File: config.mk
export PLATFORM = sky130hd
export DESIGN_NAME = contador_mod_updown
export DESIGN_NICKNAME = d
export VERILOG_FILES = /design/src/rtl/contador_mod_updown.sv
export SDC_FILE = /design/constraint.sdc
export NUM_CORES = 1
export LEC_CHECK = 0
export CAP_MARGIN = 20
export CORE_MARGIN = 2
export CORE_UTILIZATION = 25
export CTS_CLUSTER_SIZE = 8
export DETAILED_ROUTE_END_ITERATION = 7
export GPL_TIMING_DRIVEN = 0
export PLACE_DENSITY_LB_ADDON = 0.08
export SYNTH_ARGS = -nofsm -noshare
export SYNTH_HDL_FRONTEND = slang
export SYNTH_SLANG_ARGS = --single-unit
File: constraint.sdc
create_clock -name clk -period 2.2 [get_ports clk]
set_clock_uncertainty 0.05 [all_clocks]
set_input_delay 0.44 -clock clk [delete_from_list [all_inputs] [get_ports clk]]
set_output_delay 0.44 -clock clk [all_outputs]
set_load 0.02 [all_outputs]
File: src/rtl/contador_mod_updown.sv
// contador_mod_updown
// Modulo up/down counter with an enable-driven prescaler, synchronous
// clear, clamped parallel load, wrap or saturate behaviour at the terminal
// value, and a registered ripple-carry pulse for cascading counters.

module contador_mod_updown #(
    parameter int N        = 4,
    parameter int MOD      = 16,
    parameter int PRESCALE = 1
) (
    input  logic         clk,
    input  logic         reset,
    input  logic         en,
    input  logic         up_dn,
    input  logic         sat_mode,
    input  logic         clr,
    input  logic         load,
    input  logic [N-1:0] load_val,
    output logic [N-1:0] count,
    output logic         rco,
    output logic         at_term
);

    // A one-bit prescaler is kept even when PRESCALE is 1; it simply stays at 0.
    localparam int            PW       = (PRESCALE > 1) ? $clog2(PRESCALE) : 1;
    localparam logic [N-1:0]  MAX_VAL  = N'(MOD - 1);
    localparam logic [N-1:0]  ONE_N    = N'(1);
    localparam logic [PW-1:0] PSC_LAST = PW'(PRESCALE - 1);
    localparam logic [PW-1:0] ONE_P    = PW'(1);
    // The modulus may equal 2**N, so the load comparison is done one bit wider.
    localparam logic [N:0]    MOD_EXT  = (N + 1)'(MOD);

    logic [PW-1:0] psc;
    logic [PW-1:0] psc_next;
    logic [N-1:0]  count_next;
    logic [N-1:0]  terminal;
    logic [N-1:0]  load_clamped;
    logic          rco_next;
    logic          step;

    always_comb begin
        terminal     = up_dn ? MAX_VAL : '0;
        at_term      = (count == terminal);
        step         = en && (psc == PSC_LAST);
        load_clamped = ({1'b0, load_val} >= MOD_EXT) ? MAX_VAL : load_val;
    end

    // Next-state selection in priority order clr > load > step > hold.
    // Incrementing/decrementing never leaves the legal count range because the terminal
    // value is handled separately by wrapping or holding.
    always_comb begin
        count_next = count;
        psc_next   = psc;
        rco_next   = 1'b0;
        if (clr) begin
            count_next = '0;
            psc_next   = '0;
        end else if (load) begin
            count_next = load_clamped;
            psc_next   = '0;
        end else if (en) begin
            if (step) begin
                psc_next = '0;
                if (at_term) begin
                    rco_next = 1'b1;
                    if (!sat_mode) begin
                        count_next = up_dn ? '0 : MAX_VAL;
                    end
                end else begin
                    count_next = up_dn ? (count + ONE_N) : (count - ONE_N);
                end
            end else begin
                psc_next = psc + ONE_P;
            end
        end
    end

    always_ff @(posedge clk or negedge reset) begin
        if (!reset) begin
            count <= '0;
            psc   <= '0;
            rco   <= 1'b0;
        end else begin
            count <= count_next;
            psc   <= psc_next;
            rco   <= rco_next;
        end
    end

endmodule

# Yosys cells after proc, flatten, opt, wreduce, memory -nomap -nowiden
# Index checks and enable logic that the tools add are counted.
# W data, S select, Z words.
# totals
ff_bits	6
latch_bits	0
ramBits	0
romBits	0
in_bits	11
word_cells	31
mem_count	0
# classes
n_addsub	3
n_mul	0
n_div	0
n_lt_le_gt_ge	0
eq_ne	2
shifts	0
mux	18
bitwise_logic	1
reduce_logical	4
# op_table
operator	count
$mux W4	9
$mux W1	9
$reduce_bool A3 Y1	2
$add A4 B1 Y4 const B	1
$eq A4 B4 Y1	1
$ne A4 B4 Y1 const B	1
$sub A4 B1 Y4 const B	1
$reduce_and A3 Y1	1
$add A1 B1 Y1 const B	1
$logic_and A1 B1 Y1	1
$not A1 Y1	1

# Depth between registers and ports, before layout
# logic_depth
word_depth	7
ltp_mapped	6
depth_no_buf	6

# Worst setup path before layout
# Ideal clock, no wire load.
# synth_timing
kind	input-to-reg
from	in up_dn
to	reg count[0]
setup_time_ns	0.099
arrival_ns	1.775
setup_slack_ns	0.275
path_stages	6
path_buffers	0
path_cell_list	inv_1 > ha_1 > and2_0 > o211a_4 > or3_1 > a311oi_1
# synth_via
elab_chain_len	7
word_cells_on_any_way	12
classes_between	eq/ne (2); mux (9); reduce/logical (1)
# synth_lines
element	line_no	text
start: declaration	14	input logic up_dn,
$mux W4, on equally long branches	42, 67	
$eq A4 B4 Y1 or $mux W4 (tied branches)	43, 66	
$mux W4	64	if (at_term) begin
$mux W4	62	if (step) begin
$mux W4	61	end else if (en) begin
$mux W4	58	end else if (load) begin
$mux W4	55	if (clr) begin
end signal: assignment	84	count <= count_next;
end: declaration	19	output logic [N-1:0] count,
# Several ways; a longest one is shown, not always the timed one. The select of a mux whose other input is x is not followed.
# A chain may end at the register's enable or synchronous reset.

# Final worst setup path
# layout_timing
from	reg count[0]
to	out at_term
# layout_via
elab_chain_len	1
# layout_lines
element	line_no	text
$eq A4 B4 Y1	43	at_term = (count == terminal);
end: declaration	21	output logic at_term
# Every way passes these cells.

==> reports/summary.txt <==
final slew viol count: 0
Clk pwr share: 25.9%
sequential element share of the synthesized area: 31.3%
port bufs: 15
Post-DRT Antenna Nets: 0
FF-to-FF setup slack: 0.29 ns
CP Data Arrival Time: 1.60 ns
Power Total: 367 uW
top cell type's share of synthesized area: 31.3%
Pleak: 0.000276 uW
WS Path Type: reg -> out
critical path capture point type: output port
drt via density: 4.84
Sink Count: 6
DR pass1 iterations: 4
Int Power: 249 uW
Slew @ Worst Pin: 0.360 ns
core area: 0.00176 sq mm
GRT Util Overall: 12.3%
cell count after synthesis: 54
postcts setup bufs: 0
Async SR Flop Fraction: 100%
status: completed
worst r2r src: count[1]
area post-placement: 661 sq um
# rows: 15
WP depth: 4
RSZ-0062 raised after global routing: false
DIE AREA: 0.00228 sq mm
TritonCTS buffer count: 3
Die Y: 47.8 microns
antenna diode count: 0
maxcap violations: 0
fmax: 477 MHz
GP Congestion: 0.810
total gr overflow: 0
dpl ws: -0.632 ns
prevailing post-synth register cell: dfrtp_1
number of DRC markers in iteration 0: 11
P&R area growth vs syn: 44.4%
number of flops mapped to enable cells by yosys: 0
Crit Path Max Fanout: 7
HPWL Detailed: 932 microns
worst-path cell chain: nor3_2, nor2_1, nor2_1, clkdlybuf4s15_2
critical path required time: 1.71 ns
Worst-Skew Late Latency: 0.24 ns
most frequent cells after synthesis: dfrtp_1 (6), nand2_1 (6), nor2_1 (4), o21ai_0 (4)
Setup crit start kind: register
Mapped Area: 479 sq um
routed wire length: 1120 microns
worst reg2reg path endpoint: count[0]
final setup fails: 0
Avg Inst Size Synth: 8.87 sq um
Cell Pwr Density: 531 mW/mm^2
Top Family by Delay on Critical Path: simple AND/OR/NAND/NOR gates
Worst Hold Class: in -> async
DRC violations left: 0
Netlist cell types: 28
Mapped Nets: 68
slowest cell on the critical path: dfrtp_1
Fin. Hold Viols: 0
Reg power frac: 36.1%
Net Sw Frac: 32.2%
CP most frequent cell: nor2_1
Worst Reg-to-Reg Cells: 5
IO Count: 17
final worst slack: 0.106 ns
final non-filler cell area: 692 sq um
clock tree from TritonCTS: built
Synth Warn #: 0
slowest cell delay on critical path: 0.47 ns
Max clock buf depth: 2
largest cells by area after synthesis: dfrtp_1 (31%), ha_1 (5.2%), nand2_1 (4.7%), o211ai_1 (4.7%), fa_1 (4.2%)
Sum Neg Setup Slack: 0 ns
largest net degree at the start of global routing: 9
clock-pin slew on the worst setup and hold paths: 0.04 ns
post-route minimum period: 2.09 ns
Slew Limit Headroom: 75.6%
Final #Nets: 88
cell taking the most area after synthesis: dfrtp_1
Gate power share: 38.0%
CTS root buf: clkbuf_4
routed len/inst: 11.6 microns
synthesis-stage register bit count: 6
Bufs and invs on worst path: 1
Max VDD drop: 0.417 mV
Final Cycle Share: 95.2%
Starting Density: 27.2%
vias in the first global route: 460
first-pass GRT wire length: 1910 microns
layout cells sized above 1: 16.7%
initial antenna violation count: 0
hold_ws: 0.385 ns
Clock H-tree levels: 1
via count: 469
die width: 47.8 microns
Switch Pwr: 118 uW
[metal layers]
layer / vias up / wire length [microns] / GRT usage (%)
li1: 242 / - / -
met1: 214 / 513 / 15.8
met2: 13 / 549 / 18.9
met3: 0 / 62 / 5.28
met4: 0 / 0 / 3.24
met5: - / 0 / 0
[sequential cells by signal, indices dropped and copies added (netlist names)]
signal and flops:
psc 1, count 4, rco 1
[timing repair]
action / 4_1_cts / 5_1_grt
hold buffers: 0 / 0
gates resized for setup: 7 / 2
setup endpoints to repair: 4 / 1
cloned: 0 / 0
[worst max path at each step]
stage,from,to
floorplan,up_dn,count[0]
global placement,up_dn,at_term
detailed placement,up_dn,at_term
CTS,up_dn,at_term
global route,count[0],at_term
finish,count[0],at_term
[cell families (layout without fill, tap and decap cells)]
logic type | Yosys count | count (layout) | synth area share, %
buf+inv | 4 | 22 | 3.13
flops | 6 | 6 | 31.3
compound gates | 18 | 18 | 28.2
xor+xnor | 1 | 1 | 1.83
simple gates | 22 | 22 | 26.1
fa+ha+maj | 3 | 3 | 9.40
[through the flow]
step / instances / util [%]
2_1_floorplan: 54 / -
3_3_place_gp: 94 / 37.4
3_5_place_dp: 94 / 37.4
4_1_cts: 97 / 39.4
5_1_grt: 97 / 39.2
6_report: 97 / 39.2
[cell usage in the layout (no fill, tap or decap), types with 2 or more instances in the layout]
cell / netlist / layout
o31a_1: 2 / 2
o211ai_1: 3 / 3
nand3_1: 2 / 2
o21ai_0: 4 / 4
nor2_1: 4 / 4
nand2_1: 6 / 6
clkdlybuf4s50_1: 0 / 13
a21oi_1: 3 / 3
inv_1: 3 / 2
dfrtp_1: 6 / 6
nor4b_1: 2 / 2
clkbuf_4: 0 / 3
[final cells by class]
cell class,instances,area [sq um]
tap,25,31.3
fill,193,1070
clock buffer,3,22.5
inverter,3,11.3
sequential,6,150
multi-input combinational,44,327
buffer,1,3.75
timing repair buffer,15,146
[power groups by stage]
stage / Combinational, uW / Clock (uW) / Sequential, uW
finish: 140 / 95.0 / 133
global route: 156 / 116 / 134
CTS: 141 / 102 / 134
detailed placement: 138 / 0 / 134
global placement: 140 / 0 / 134
floorplan: 71.6 / 0 / 141
(Power assumes the default switching activity.)
